`src/rtl/lipsi_prog_loader_pkg.sv`:
```
// Shared definitions for the Lipsi boot/program-load controller:
// state encodings, default memory geometry and synchroniser depth.
package lipsi_loader_pkg;

  typedef enum logic [1:0] {
    ST_IDLE = 2'd0,
    ST_LOAD = 2'd1,
    ST_RUN  = 2'd2,
    ST_HALT = 2'd3
  } state_e;

  localparam int DEFAULT_ADDR_W = 8;
  localparam int SYNC_STAGES    = 2;

  // The core is only released while running; every other state parks it.
  function automatic logic holds_core(state_e s);
    return (s != ST_RUN);
  endfunction

endpackage

```
`src/rtl/lipsi_prog_loader_if.sv`:
```
// Program-memory write port driven by the loader.
// Handshake: mem_we_o is a one-cycle valid qualifying mem_addr_o/mem_wdata_o;
// there is no ready, so the memory must accept every pulse it sees.
interface lipsi_prog_loader_if #(
  parameter int ADDR_W = 8
) ();

  logic              mem_we_o;
  logic [ADDR_W-1:0] mem_addr_o;
  logic [7:0]        mem_wdata_o;

  modport master (
    output mem_we_o,
    output mem_addr_o,
    output mem_wdata_o
  );

  modport slave (
    input mem_we_o,
    input mem_addr_o,
    input mem_wdata_o
  );

endinterface

```
`src/rtl/lipsi_prog_loader_sync_edge.sv`:
```
// Multi-flop synchroniser for asynchronous pins with a registered
// rising-edge detector on bit 0 (sync2 & ~sync3).
module lipsi_sync_edge
  import lipsi_loader_pkg::*;
#(
  parameter int W = 1
) (
  input  logic         clock,
  input  logic         reset,
  input  logic [W-1:0] i_d,
  output logic [W-1:0] o_sync,
  output logic         o_rise
);

  logic [W-1:0] r_stage [SYNC_STAGES];
  logic         r_prev;

  always_ff @(posedge clock) begin
    if (reset) begin
      for (int i = 0; i < SYNC_STAGES; i++) begin
        r_stage[i] <= '0;
      end
      r_prev <= 1'b0;
    end else begin
      r_stage[0] <= i_d;
      for (int i = 1; i < SYNC_STAGES; i++) begin
        r_stage[i] <= r_stage[i-1];
      end
      r_prev <= r_stage[SYNC_STAGES-1][0];
    end
  end

  assign o_sync = r_stage[SYNC_STAGES-1];
  assign o_rise = r_stage[SYNC_STAGES-1][0] & ~r_prev;

endmodule

```
`src/rtl/lipsi_prog_loader.sv`:
```
// Boot/program-load controller: holds the Lipsi core in reset while a byte
// stream is written to program memory, then releases it to run.
module lipsi_prog_loader
  import lipsi_loader_pkg::*;
#(
  parameter int ADDR_W   = DEFAULT_ADDR_W,
  parameter bit AUTO_RUN = 1'b1
) (
  input  logic                clock,
  input  logic                reset,
  input  logic                load_mode_i,
  input  logic                strobe_i,
  input  logic [7:0]          data_i,
  input  logic                cpu_halt_i,
  lipsi_prog_loader_if.master mem_if,
  output logic                cpu_reset_o,
  output logic [ADDR_W:0]     byte_count_o,
  output logic                overflow_o,
  output logic [1:0]          state_o
);

  localparam logic [ADDR_W:0] DEPTH = {1'b1, {ADDR_W{1'b0}}};

  logic       w_load_s;
  logic       w_strobe_rise;
  logic [7:0] w_data_s;
  logic       w_load_rise_unused;
  logic       w_strobe_lvl_unused;
  logic       w_data_rise_unused;

  lipsi_sync_edge #(.W(1)) u_sync_load (
    .clock  (clock),
    .reset  (reset),
    .i_d    (load_mode_i),
    .o_sync (w_load_s),
    .o_rise (w_load_rise_unused)
  );

  lipsi_sync_edge #(.W(1)) u_sync_strobe (
    .clock  (clock),
    .reset  (reset),
    .i_d    (strobe_i),
    .o_sync (w_strobe_lvl_unused),
    .o_rise (w_strobe_rise)
  );

  lipsi_sync_edge #(.W(8)) u_sync_data (
    .clock  (clock),
    .reset  (reset),
    .i_d    (data_i),
    .o_sync (w_data_s),
    .o_rise (w_data_rise_unused)
  );

  state_e            r_state,     w_state_nxt;
  logic              r_cpu_reset, w_cpu_reset_nxt;
  logic              r_we,        w_we_nxt;
  logic [ADDR_W-1:0] r_addr,      w_addr_nxt;
  logic [7:0]        r_wdata,     w_wdata_nxt;
  logic [ADDR_W:0]   r_count,     w_count_nxt;
  logic              r_ovf,       w_ovf_nxt;
  // Armed by reset only: AUTO_RUN applies to the first IDLE visit after reset.
  logic              r_boot,      w_boot_nxt;

  always_ff @(posedge clock) begin
    if (reset) begin
      r_state     <= ST_IDLE;
      r_cpu_reset <= 1'b1;
      r_we        <= 1'b0;
      r_addr      <= '0;
      r_wdata     <= '0;
      r_count     <= '0;
      r_ovf       <= 1'b0;
      r_boot      <= 1'b1;
    end else begin
      r_state     <= w_state_nxt;
      r_cpu_reset <= w_cpu_reset_nxt;
      r_we        <= w_we_nxt;
      r_addr      <= w_addr_nxt;
      r_wdata     <= w_wdata_nxt;
      r_count     <= w_count_nxt;
      r_ovf       <= w_ovf_nxt;
      r_boot      <= w_boot_nxt;
    end
  end

  always_comb begin
    w_state_nxt = r_state;
    w_we_nxt    = 1'b0;
    w_addr_nxt  = r_addr;
    w_wdata_nxt = r_wdata;
    w_count_nxt = r_count;
    w_ovf_nxt   = r_ovf;
    w_boot_nxt  = r_boot;

    case (r_state)
      ST_IDLE: begin
        if (w_load_s) begin
          w_state_nxt = ST_LOAD;
        end else if (AUTO_RUN && r_boot) begin
          w_state_nxt = ST_RUN;
        end
      end
      ST_LOAD: begin
        if (w_strobe_rise) begin
          if (r_count < DEPTH) begin
            w_we_nxt    = 1'b1;
            w_addr_nxt  = r_count[ADDR_W-1:0];
            w_wdata_nxt = w_data_s;
            w_count_nxt = r_count + 1'b1;
          end else begin
            w_ovf_nxt = 1'b1;
          end
        end
        // A byte arriving with the falling load request still counts here.
        if (!w_load_s) begin
          w_state_nxt = (w_count_nxt != '0) ? ST_RUN : ST_IDLE;
        end
      end
      ST_RUN: begin
        if (w_load_s) begin
          w_state_nxt = ST_LOAD;
        end else if (cpu_halt_i) begin
          w_state_nxt = ST_HALT;
        end
      end
      ST_HALT: begin
        if (w_load_s) begin
          w_state_nxt = ST_LOAD;
        end
      end
    endcase

    if (w_state_nxt == ST_LOAD && r_state != ST_LOAD) begin
      w_addr_nxt  = '0;
      w_count_nxt = '0;
      w_ovf_nxt   = 1'b0;
    end

    if (r_state == ST_IDLE && w_state_nxt != ST_IDLE) begin
      w_boot_nxt = 1'b0;
    end

    w_cpu_reset_nxt = holds_core(w_state_nxt);
  end

  assign mem_if.mem_we_o    = r_we;
  assign mem_if.mem_addr_o  = r_addr;
  assign mem_if.mem_wdata_o = r_wdata;
  assign cpu_reset_o        = r_cpu_reset;
  assign byte_count_o       = r_count;
  assign overflow_o         = r_ovf;
  assign state_o            = r_state;

endmodule

```
`src/flat_wrapper.sv`:
```
// flat-port wrapper written by rule: the top's interface ports become plain ports
module lipsi_prog_loader_flat import lipsi_loader_pkg::*;
#(
  parameter int ADDR_W   = DEFAULT_ADDR_W,
  parameter bit AUTO_RUN = 1'b1
)
  (clock, reset, load_mode_i, strobe_i, data_i, cpu_halt_i, cpu_reset_o, byte_count_o, overflow_o, state_o, mem_if_mem_we_o, mem_if_mem_addr_o, mem_if_mem_wdata_o);
  lipsi_prog_loader_if #(.ADDR_W(ADDR_W)) mem_if_i ();
  input  logic clock;
  input  logic reset;
  input  logic load_mode_i;
  input  logic strobe_i;
  input  logic [7:0] data_i;
  input  logic cpu_halt_i;
  output logic cpu_reset_o;
  output logic [ADDR_W:0] byte_count_o;
  output logic overflow_o;
  output logic [1:0] state_o;
  output wire logic [$bits(mem_if_i.mem_we_o)-1:0] mem_if_mem_we_o;
  output wire logic [$bits(mem_if_i.mem_addr_o)-1:0] mem_if_mem_addr_o;
  output wire logic [$bits(mem_if_i.mem_wdata_o)-1:0] mem_if_mem_wdata_o;
  assign mem_if_mem_we_o = mem_if_i.mem_we_o;
  assign mem_if_mem_addr_o = mem_if_i.mem_addr_o;
  assign mem_if_mem_wdata_o = mem_if_i.mem_wdata_o;
  lipsi_prog_loader #(.ADDR_W(ADDR_W), .AUTO_RUN(AUTO_RUN)) u_core (.clock(clock), .reset(reset), .load_mode_i(load_mode_i), .strobe_i(strobe_i), .data_i(data_i), .cpu_halt_i(cpu_halt_i), .mem_if(mem_if_i), .cpu_reset_o(cpu_reset_o), .byte_count_o(byte_count_o), .overflow_o(overflow_o), .state_o(state_o));
endmodule
```
`config.mk`:
```
export PLATFORM = sky130hd
export DESIGN_NAME = lipsi_prog_loader_flat
export DESIGN_NICKNAME = d
export VERILOG_FILES = /design/src/rtl/lipsi_prog_loader_pkg.sv /design/src/rtl/lipsi_prog_loader_if.sv /design/src/rtl/lipsi_prog_loader_sync_edge.sv /design/src/rtl/lipsi_prog_loader.sv /design/src/flat_wrapper.sv
export SDC_FILE = /design/constraint.sdc
export NUM_CORES = 1
export LEC_CHECK = 0
export ABC_CLOCK_PERIOD_IN_PS = 1800
export BUFFER_PORTS_ARGS = -buffer_cell sky130_fd_sc_hd__buf_2
export CAP_MARGIN = 10
export CORE_ASPECT_RATIO = 0.7
export CORE_MARGIN = 4
export CORE_UTILIZATION = 25
export DETAILED_ROUTE_END_ITERATION = 7
export HOLD_SLACK_MARGIN = 0.1
export PLACE_DENSITY = 0.52
export SETUP_SLACK_MARGIN = 0.4
export SYNTH_ARGS = -nofsm -noshare
export SYNTH_HDL_FRONTEND = slang
export SYNTH_SLANG_ARGS = --single-unit
```
`constraint.sdc`:
```
create_clock -name clock -period 1.8 [get_ports clock]
set_clock_uncertainty 0.1 [all_clocks]
set_input_delay 0 -clock clock [delete_from_list [all_inputs] [get_ports clock]]
set_output_delay 0 -clock clock [all_outputs]
set_load 0.02 [all_outputs]
```
# Word-level counts from Yosys, hierarchy flattened
# Memories as Yosys holds them, arrays and structs flattened. A register that Yosys moved wholly into a read port is not among the register bits.
# Index checks and enable logic that the tools add are counted.
[op_classes] muxes=21 n_lt_le_gt_ge=1 bitwise_logic=11 n_eq_ne=6 n_addsub=1 n_reduce_logical=9
[op_table] op="9-bit 2-to-1 mux" n=3
[op_table] op="8-bit 2-to-1 mux" n=2
[op_table] op="2-bit 2-to-1 mux" n=7
[op_table] op="9-bit by 1-bit adder with 9-bit output (second input constant)" n=1
[op_table] op="9-bit less-than comparator (second input constant)" n=1
[op_table] op="9-bit nonzero test" n=1
[op_table] op="1-bit 2-to-1 mux" n=8
[op_table] op="2-bit one-hot mux with 4 select lines" n=1
[op_table] op="1-bit bitwise OR" n=6
[op_table] op="3-bit AND reduction" n=2
[op_table] op="2-bit by 1-bit equality test with 1-bit output (second input constant)" n=2
[op_table] op="2-bit equality test (second input constant)" n=2
[op_table] op="1-bit NOT" n=4
[op_table] op="3-bit OR reduction" n=1
[op_table] op="1-bit logical AND" n=2
[op_table] op="2-bit logical NOT" n=1
[op_table] op="2-bit by 1-bit inequality test with 1-bit output (second input constant)" n=1
[op_table] op="2-bit inequality test (second input constant)" n=1
[op_table] op="2-bit nonzero test" n=1
[op_table] op="2-bit OR reduction" n=1
[op_table] op="1-bit bitwise AND" n=1
[word_totals] mem_count=3 mem_bits_rw=20 wordCells=60 register_bits=24
[mem_list] name="u_core.u_sync_data.r_stage" depth=2 word_bits=8 rd=2 rd_clocked_by_memory_dff=1 wr=2 line_no="lipsi_prog_loader_sync_edge.sv:15" source="logic [W-1:0] r_stage [SYNC_STAGES];"
[mem_list] name="u_core.u_sync_load.r_stage" depth=2 word_bits=1 rd=2 rd_clocked_by_memory_dff=0 wr=2 line_no="lipsi_prog_loader_sync_edge.sv:15"
[mem_list] name="u_core.u_sync_strobe.r_stage" depth=2 word_bits=1 rd=2 rd_clocked_by_memory_dff=0 wr=2 line_no="lipsi_prog_loader_sync_edge.sv:15"

# Longest topological paths before layout
# Gate-level depths: netlist of run 1.
[depth] word_depth=11 depth_mapped=6 mapped_depth_nobuf=6

# Cells and area by module
# Synthesis of run 1 repeated with hierarchy kept, for this count alone.
[unflattened] cells_unflattened=222 hier_area_um2=2100.8
[by_module_without_submodules] mod="lipsi_prog_loader" cells_per_inst=164 seq_area_each_um2=620.6 instances=1 area_per_inst_um2=1383.8
[by_module_without_submodules] mod="lipsi_sync_edge at u_core.u_sync_data" cells_per_inst=44 seq_area_each_um2=340.3 instances=1 area_per_inst_um2=541.8
[by_module_without_submodules] mod="lipsi_sync_edge at u_core.u_sync_load ..." cells_per_inst=7 seq_area_each_um2=60.1 instances=2 area_per_inst_um2=87.6

# Worst setup path before layout of run 1
# No wires, ideal clock.
[synth_timing] path_type="flip-flop to flip-flop" startpoint="reg u_core.r_count[0] (netlist: u_core.byte_count_o[0])" endpoint="reg u_core.r_state[1] (netlist: u_core.state_o[1])" synth_period_minus_slack_ns=2.048 path_stages_with_launch=7 t_required_ns=1.586 arrival_time_ns=1.834 setup_slack_ns=-0.248 n_path_buf=0 path_cell_list="dfxtp_1 > ha_1 > nor4bb_2 > or3_1 > a2111oi_2 > a31oi_1 > a21o_1"
[synth_via] elab_chain_len=8 word_cells_on_any_way=9 cone_classes="1 x add/sub; 1 x order compare; 6 x mux; 1 x reduce/logical"
[synth_lines] element="from (decl)" line_no="lipsi_prog_loader.sv:60" source="logic [ADDR_W:0] r_count, w_count_nxt;"
[synth_lines] element="from (signal assigned)" line_no="lipsi_prog_loader.sv:81" source="r_count <= w_count_nxt;"
[synth_lines] element="9-bit by 1-bit adder with 9-bit output or 9-bit less-than comparator (tied branches)" line_no="lipsi_prog_loader.sv:110, lipsi_prog_loader.sv:106"
[synth_lines] element="9-bit 2-to-1 mux" line_no="lipsi_prog_loader.sv:106" source="if (r_count < DEPTH) begin"
[synth_lines] element="9-bit 2-to-1 mux *" line_no="lipsi_prog_loader.sv:105" source="if (w_strobe_rise) begin"
[synth_lines] element="9-bit 2-to-1 mux *" line_no="lipsi_prog_loader.sv:96" source="case (r_state)"
[synth_lines] element="9-bit nonzero test *" line_no="lipsi_prog_loader.sv:117" source="w_state_nxt = (w_count_nxt != '0) ? ST_RUN : ST_IDLE;"
[synth_lines] element="2-bit 2-to-1 mux *" line_no="lipsi_prog_loader.sv:117"
[synth_lines] element="2-bit 2-to-1 mux *" line_no="lipsi_prog_loader.sv:116" source="if (!w_load_s) begin"
[synth_lines] element="2-bit one-hot mux with 4 select lines *" line_no="lipsi_prog_loader.sv:96"
[synth_lines] element="to (signal assigned)" line_no="lipsi_prog_loader.sv:76" source="r_state <= w_state_nxt;"
[synth_lines] element="to (decl)" line_no="lipsi_prog_loader.sv:55" source="state_e r_state, w_state_nxt;"
# Mark *: on every way between the ends. The rest lies on a longest branch, timed or not. The select of a mux whose other input is x is not followed.
# A chain may end at the register's enable or synchronous reset.

# Worst setup path in the final report of run 1
[layout_timing] startpoint="reg u_core.r_count[1] (netlist: u_core.byte_count_o[1])" endpoint="reg u_core.r_state[1] (netlist: u_core.state_o[1])"
# The elaborated chain is that of the path after synthesis.

==> impl_metrics.yaml, run 1 <==
placed_design:
  io_buffers: 42
  dp_slack_ns: -0.01883
  place_area_mm2: 0.002366
  dp_hpwl_um: 2898
  place.gp.congestion: 0.7691
cts:
  cts_tree: "done"
  cts_buffers: 5
  cts_sinks: 52
  clk_path_buf_depth: 2
  cts_root_buf: "clkbuf_8"
  path_clk_slew_ns: 0.10
  clk_latency_ns: 0.31
  htree_levels: 2
critical_path:
  cp_max_fo: 3
  crit_arrival_ns: 1.94
  setup.worst_path.start_class: "flop"
  critical_path_class: "reg -> reg"
  r2r_slack_ns: -0.03
  cpMaxStageDelayCell: "or3_4"
  end_kind: "flop"
  path_cells: "ha_4 -> nor4bb_4 -> or3_4 -> a2111oi_4 -> a31oi_1 -> a21o_1"
  worstPathRequired_ns: 1.91
  critical_path.max_stage_delay_ns: 0.38
power_and_ir_drop:
  leakagePower_nw: 1.056
  fin_total_pwr_mw: 2.062
  peakVddDrop_mv: 0.3768
  p_per_area_mw_per_mm2: 777.3
sta:
  fin_crit_sh_pct: 101.6
  period_minus_slack_ns: 1.829
  worst_slack_ns: -0.02868
  setup_violations: 1
  fin_tns_setup_ns: -0.02868
  max_slew_margin_pct: 73.05
  final-max-slew-violation-count: 0
  rsz0062_at_grt: "yes"
  hold_viol_final: 0
  max_freq_mhz: 546.8
  worstMarginPinSlew_ns: 0.4010
floorplan:
  ios: 43
  dieWidth_um: 111.7
  fp.dieArea_mm2: 0.009007
  row_count: 26
  die_y_um: 80.61
  initial_core_util_pct: 25.73
  fp.coreArea_mm2: 0.007320
synthesis:
  syn_nets: 221
  synth-seq-cells: 52
  syn_area_mm2: 0.001883
  synth_top_flop_cell: "dfxtp_1"
  synth_edf_count: 0
  synth_cells: 207
  async_flop_share_pct: 0
  synth_cell_types: 32
  synthTopCellsByCount: "dfxtp_1 (52), nand2_1 (39), a21oi_1 (21), nor2b_1 (21), nor2_1 (14)"
  synth_most_common_cell: "dfxtp_1"
  synth_largest_area_cell: "dfxtp_1"
  synthTopCellsByArea: "dfxtp_1 (55%), nand2_1 (7.8%), nor2b_1 (7.0%)"
  avgSynthCellArea_um2: 9.097
  yosysTopAreaCellShare_pct: 55.28
  yosysWarnings: 0
  synth_seq_area_share_pct: 55.28
drt:
  drc: 0
  ant_nets: 0
  drt-initial-drc-count: 64
  dr.pass1.iters: 4
  finalWirelength_um: 4244
  post_drt_wl_per_cell_um: 11.32
  vias: 1542
  vias_per_cell: 4.112
grt:
  gr-total-overflow: 0
  antenna_found_initial: 0
  grt_first_pass_wirelength_um: 7286
  grtUsageMet3_pct: 3.916
  use_met2_pct: 14.71
  grt_use_met1_pct: 13.90
  first_global_vias: 1447
  grt_usage_pct: 10.10
  grt_start_max_net_pins: 31
  busiest_layer: "met2"
status:
  violations: "negative setup slack"
  status: "finished, violations left"
final_layout:
  fin_area_mm2: 0.002653
  nNetsFinal: 290
  drive_above_1_share_pct: 32.49
  diodes: 0
  areaGrowthSynthToFinish_pct: 40.86
job:
  cap_viol_max_count: 0
hold_path:
  hp-class: "in -> reg"
[registers in the layout, indices dropped and copies added (netlist names)]
name                          count
u_core.byte_count_o               9
u_core.cpu_reset_o                1
u_core.mem_if.mem_addr_o          8
u_core.mem_if.mem_wdata_o         8
u_core.mem_if.mem_we_o            1
u_core.overflow_o                 1
u_core.r_boot                     1
u_core.state_o                    2
u_core.u_sync_data.r_stage       16
u_core.u_sync_load.r_stage        2
u_core.u_sync_strobe.r_prev       1
u_core.u_sync_strobe.r_stage      2
[path summary, 6_finish.rpt]
kind | startpoint | to | depth (start not counted)
setup / recovery | u_core.byte_count_o[1] | u_core.state_o[1] | 6
hold / removal | data_i[2] | u_core.u_sync_data.r_stage[0][2] | 3
setup reg to reg | u_core.byte_count_o[1] | u_core.state_o[1] | 6
hold reg to reg | u_core.u_sync_data.r_stage[1][7] | u_core.mem_if.mem_wdata_o[7] | 2
[power by group]
group,switching (mW),internal [mW],leakage [nW],total [mW]
logic,0.0725,0.0775,0.582,0.150
registers,0.0200,1.18,0.429,1.20
clock network,0.424,0.285,0.0452,0.708
[layer usage]
metal  share of wire (%)  vias up
li1                    -      815
met1                  53      691
met2                  41       34
met3                 6.4        2
met4                0.26        0
met5                   0        -
[cells in the final DEF, fill, tap and decap left out, types with 2 or more instances in the layout]
master         instances
nand3_1                3
buf_4                 17
nand2b_1               2
a21o_1                 2
xor2_1                 3
a21oi_1               21
clkbuf_8               5
o21ai_0                2
nand2b_4               2
nor2_1                14
nand2_1               39
nor3_4                 2
dfxtp_2                4
nor2b_1               21
inv_1                  5
dfxtp_1               44
dfxtp_4                4
buf_2                 42
dlygate4sd3_1         13
inv_6                  2
xnor2_1                7
nor3_2                 2
or3_4                  2
[per-stage QoR]
step | hold slack [ns] | utilization [%] | instances
3_3_place_gp | 0.1070 | 32.32 | 352
5_1_grt | 0.3206 | 36.24 | 375
2_1_floorplan | -0.02839 | - | 207
6_report | 0.3298 | 36.24 | 375
4_1_cts | 0.3127 | 35.66 | 374
3_5_place_dp | 0.1116 | 32.32 | 352
[layout make-up]
cell class	instances	area [um^2]
Tap cell	98	122.6
Clock buffer	5	68.82
Clock inverter	3	25.02
Multi-Input combinational cell	139	868.3
Timing Repair Buffer	73	488.0
Inverter	5	18.77
Sequential cell	52	1061
Fill cell	753	4667
[cells by family after synthesis]
family / count (synthesis) / synth area share [%]
buf+inv: 16 / 3.322
xor+xnor: 10 / 4.651
flops: 52 / 55.28
mux: 1 / 0.5316
simple gates: 97 / 26.31
compound gates: 30 / 9.236
fa+ha+maj: 1 / 0.6643
[critical path: cells and delay by family, from the launching register on]
| family | cells | cell delay (ns) |
|---|---|---|
| flip-flops | 1 | 0.37 |
| AND/OR/NAND/NOR | 2 | 0.53 |
| adder cells (fa/ha/maj) | 1 | 0.16 |
| AO/OA/AOI/OAI | 3 | 0.59 |
[what timing repair did]
action | in CTS | in global routing
pin swaps | 1 | 2
gates resized for setup | 2 | 7
endpoints found under the hold margin | 14 | 0
hold buffers | 13 | 0
endpoints found under the setup margin | 27 | 29
setup buffers | 1 | 1
(Power assumes the default switching activity.)
==> inputs of run 2 (changes only) <==
--- a/config.mk
+++ b/config.mk
@@ -6,7 +6,7 @@
 export NUM_CORES = 1
 export LEC_CHECK = 0
 export ABC_CLOCK_PERIOD_IN_PS = 1800
-export BUFFER_PORTS_ARGS = -buffer_cell sky130_fd_sc_hd__buf_2
+export BUFFER_PORTS_ARGS = -buffer_cell sky130_fd_sc_hd__buf_4
 export CAP_MARGIN = 10
 export CORE_ASPECT_RATIO = 0.7
 export CORE_MARGIN = 4
==> impl_metrics.yaml, run 2 (synthesized netlist as in run 1, its figures left out) <==
final_layout:
  layout_commonest_cell: "buf_4"
  largest_reg_flops: 16
  areaGrowthSynthToFinish_pct: 56.08
  fin_util_pct: 40.15
  nNetsFinal: 307
  top_register: "u_core.u_sync_data.r_stage"
  diodes: 0
  layout_common_cells: "buf_4 (55), dfxtp_1 (43), nand2_1 (39), dlygate4sd3_1 (33)"
  drive_above_1_share_pct: 29.25
sta:
  worst_slack_ns: -0.007075
  whs_ns: -0.01513
  max_freq_mhz: 553.4
  rsz0062_at_grt: "yes"
  worstMarginPinSlew_ns: 0.4093
  max_slew_margin_pct: 72.49
  fin_tns_setup_ns: -0.007075
  fin_crit_sh_pct: 100.4
  final-max-slew-violation-count: 0
  hold_viol_final: 4
  period_minus_slack_ns: 1.807
  setup_violations: 1
cts:
  htree_levels: 2
  cts_setup_buffers: 0
  cts_buffers: 5
  cts_hold_buf: 33
  cts_sinks: 52
  cts_tree: "done"
  clk_path_buf_depth: 2
  cts_root_buf: "clkbuf_8"
  path_clk_slew_ns: 0.10
  clk_latency_ns: 0.30
drt:
  drt-initial-drc-count: 30
  finalWirelength_um: 4501
  dr.pass1.iters: 4
  ant_nets: 0
  vias: 1644
  post_drt_wl_per_cell_um: 11.48
  vias_per_cell: 4.194
  drc: 0
grt:
  grtUsageMet3_pct: 3.313
  grt_use_met1_pct: 15.12
  antenna_found_initial: 0
  grt_usage_pct: 10.43
  use_met2_pct: 14.83
  grt_start_max_net_pins: 35
  first_global_vias: 1560
  gr-total-overflow: 0
  busiest_layer: "met1"
  grt_first_pass_wirelength_um: 7507
critical_path:
  cp_max_fo: 3
  reg2reg_from: "u_core.byte_count_o[1]"
  crit_arrival_ns: 1.92
  worstPathRequired_ns: 1.91
  critical_path_class: "reg -> reg"
  rr_endpoint: "u_core.state_o[1]"
  setup.worst_path.start_class: "flop"
  r2r_cells: 6
  r2r_slack_ns: -0.007
  end_kind: "flop"
hold_path:
  min_to: "u_core.mem_if.mem_we_o"
  min_from: "reset"
  hold_depth: 2
  hp-class: "in -> reg"
status:
  status: "finished, violations left"
  violations: "negative hold slack, negative setup slack"
power_and_ir_drop:
  p_per_area_mw_per_mm2: 705.0
  fin_total_pwr_mw: 2.072
  leakagePower_nw: 1.167
  peakVddDrop_mv: 0.3434
placed_design:
  dp_hpwl_um: 2857
  place.gp.congestion: 0.7802
  io_buffers: 42
floorplan:
  initial_core_util_pct: 25.73
  dieWidth_um: 111.7
  ios: 43
  row_count: 26
  fp.dieArea_mm2: 0.009007
  fp.coreArea_mm2: 0.007320
  die_y_um: 80.61
job:
  cap_viol_max_count: 0
## run 2: changes by cell type in the layout (fill, tap and decap cells not counted), sizes merged
cell,previous run,this run
buf,60,56
clkinv,0,1
dlygate4sd3,13,33
clkinvlp,1,0
bufbuf,0,1
## run 2: how the worst max path moves through the flow
stage / startpoint / endpoint / cells after the start
detailed placement: u_core.byte_count_o[1] / u_core.state_o[1] / 6
global route: u_core.byte_count_o[1] / u_core.state_o[1] / 6
finish: u_core.byte_count_o[1] / u_core.state_o[1] / 6
CTS: u_core.byte_count_o[1] / u_core.state_o[1] / 6
global placement: u_core.byte_count_o[1] / u_core.state_o[1] / 6
floorplan: u_core.byte_count_o[0] / u_core.state_o[1] / 6
## run 2: per-stage QoR
stage,setup slack [ns],instances,cell area [um^2]
floorplan,-0.04039,207,1966
global placement,-0.01889,350,2456
detailed placement,-0.03947,350,2456
CTS,-0.04561,392,2914
global route,-0.07996,392,2939
finish,-0.007075,392,2939
## run 2: area by class of cell
| type | count | area, um^2 |
|---|---|---|
| repair buffers | 90 | 795.8 |
| well taps | 98 | 122.6 |
| multi-input cells | 139 | 853.3 |
| clock buffers | 5 | 68.82 |
| clock inverters | 3 | 20.02 |
| fillers | 747 | 4380 |
| inverters | 5 | 18.77 |
| flip-flops and latches | 52 | 1060 |
## run 2: worst max-delay path, cell delays in order (launching register included)
cell and delay (ns):
dfxtp_4 0.36, ha_4 0.15, nor4bb_4 0.15, or3_4 0.38, a2111oi_4 0.28, a31oi_1 0.14
a21o_1 0.16
## run 2: repair_timing
item | in CTS | in global routing
setup endpoints to repair | 26 | 29
gates cloned | 1 | 0
resized for setup | 1 | 5
endpoints found under the hold margin | 33 | 10
pin swaps | 0 | 1
## run 2: layer usage
metal  vias up  share of wire, %  wire [um]
met5         -                 0          0
met4         0              0.33         15
met3         2               5.1        229
met2        33                42       1892
met1       762                53       2364
li1        847                 -          -
## run 2: report_power, final
part	total [mW]	leakage, nW	switching, mW	internal (mW)
Combinational	0.191	0.688	0.0757	0.115
Clock	0.678	0.0489	0.400	0.278
Sequential	1.20	0.429	0.0196	1.18
Total	2.07	1.17	0.495	1.58
==> inputs of run 3 (changes only) <==
--- a/config.mk
+++ b/config.mk
@@ -18,3 +18,4 @@
 export SYNTH_ARGS = -nofsm -noshare
 export SYNTH_HDL_FRONTEND = slang
 export SYNTH_SLANG_ARGS = --single-unit
+export TNS_END_PERCENT = 5
==> constraint.sdc (replaced) <==
create_clock -name clock -period 1.8 [get_ports clock]
set_clock_uncertainty 0.1 [all_clocks]
set_input_delay 0 -clock clock [delete_from_list [all_inputs] [get_ports clock]]
set_output_delay 0 -clock clock [all_outputs]
set_load 0.05 [all_outputs]
==> impl_metrics.yaml, run 3 (synthesized netlist as in run 1, its figures left out) <==
grt:
  gr-total-overflow: 0
  grt_start_max_net_pins: 35
  antenna_found_initial: 0
  grt_first_pass_wirelength_um: 7852
  grt_usage_pct: 10.58
  first_global_vias: 1631
final_layout:
  layout_common_cells: "buf_4 (59), dfxtp_1 (44), nand2_1 (39), dlygate4sd3_1 (22)"
  areaGrowthSynthToFinish_pct: 47.77
  nNetsFinal: 298
  top_register: "u_core.u_sync_data.r_stage"
  drive_above_1_share_pct: 29.47
  layout_commonest_cell: "buf_4"
  largest_reg_flops: 16
  final_cells: 383
  diodes: 0
floorplan:
  dieWidth_um: 111.7
  fp.dieArea_mm2: 0.009007
  ios: 43
  initial_core_util_pct: 25.73
  fp.coreArea_mm2: 0.007320
  die_y_um: 80.61
  row_count: 26
placed_design:
  place.gp.congestion: 0.8002
  io_buffers: 42
  dpl.cell_count: 353
  dp_hpwl_um: 3015
cts:
  clk_latency_ns: 0.30
  path_clk_slew_ns: 0.10
  cts_buffers: 5
  clk_path_buf_depth: 2
  cts_setup_buffers: 0
  htree_levels: 2
  cts_sinks: 52
  cts_tree: "done"
  cts_root_buf: "clkbuf_8"
power_and_ir_drop:
  p_per_area_mw_per_mm2: 747.4
  leakagePower_nw: 1.091
  peakVddDrop_mv: 0.3221
  fin_total_pwr_mw: 2.080
critical_path:
  cp_max_fo: 3
  end_kind: "flop"
  worstPathRequired_ns: 1.90
  setup.worst_path.start_class: "flop"
  crit_arrival_ns: 1.97
  critical_path_class: "reg -> reg"
sta:
  worstMarginPinSlew_ns: 0.5360
  worst_slack_ns: -0.07080
  max_slew_margin_pct: 63.94
  final-max-slew-violation-count: 0
  max_freq_mhz: 534.5
  period_minus_slack_ns: 1.871
  hold_viol_final: 0
  fin_crit_sh_pct: 103.9
  setup_violations: 3
  rsz0062_at_grt: "yes"
status:
  status: "finished, violations left"
  violations: "negative setup slack"
drt:
  drt-initial-drc-count: 58
  vias_per_cell: 4.136
  finalWirelength_um: 4413
  post_drt_wl_per_cell_um: 11.52
  dr.pass1.iters: 4
  vias: 1584
  drc: 0
  ant_nets: 0
job:
  cap_viol_max_count: 0
hold_path:
  hp-class: "reg -> reg"
==> run 3: worst max-delay path, cell delays in order (launching register included) <==
cell and delay (ns):
dfxtp_4 0.36, ha_4 0.15, nor4bb_4 0.16, or3_4 0.34, a2111oi_4 0.34, a31oi_1 0.14, a21o_1 0.17
==> run 3: per-layer routing <==
layer	wire length [um]	vias up	track usage [%]
li1	-	827	-
met1	2172	720	13.76
met2	1977	35	17.22
met3	251	2	3.464
met4	12	0	2.187
met5	0	-	0
==> run 3: stage by stage <==
step | setup TNS [ns] | worst slack, ns | util [%] | cell area (um^2) | hold slack [ns]
after floorplan | -0.1250 | -0.09630 | - | 1918 | -0.02839
final | -0.1196 | -0.07080 | 38.02 | 2783 | 0.3371
after CTS | -0.08459 | -0.06015 | 37.73 | 2761 | 0.3438
after global routing | -0.5339 | -0.1643 | 38.02 | 2783 | 0.3564
after global placement | -0.01888 | -0.01888 | 33.40 | 2445 | 0.1109
after detailed placement | -0.03821 | -0.03821 | 33.40 | 2445 | 0.1155
==> run 3: report_power, final <==
group          internal, mW  switching, mW  total (mW)
Clock                 0.279          0.394       0.674
Combinational         0.105          0.106       0.212
Sequential             1.18         0.0128        1.19
==> run 3: final timing paths <==
check                              startpoint                           end  slack (ns)  depth (start not counted)
min          u_core.u_sync_data.r_stage[1][4]  u_core.mem_if.mem_wdata_o[4]        0.34                          2
max                    u_core.byte_count_o[1]             u_core.state_o[1]       -0.07                          6
max reg2reg            u_core.byte_count_o[1]             u_core.state_o[1]       -0.07                          6
min reg2reg  u_core.u_sync_data.r_stage[1][4]  u_core.mem_if.mem_wdata_o[4]        0.34                          2
==> run 3: repair_timing <==
action | 4_1_cts | 5_1_grt
pin swaps | 0 | 4
resized for setup | 1 | 4
hold buffers | 22 | 0
setup endpoints to repair | 28 | 38
hold endpoints to repair | 33 | 0
==> run 3: cell type report <==
class,count,area [um^2]
inverters,5,18.77
well taps,98,122.6
multi-input cells,139,828.3
clock buffers,5,68.82
clock inverters,3,22.52
flip-flops and latches,52,1059
repair buffers,81,663.1
fillers,748,4537
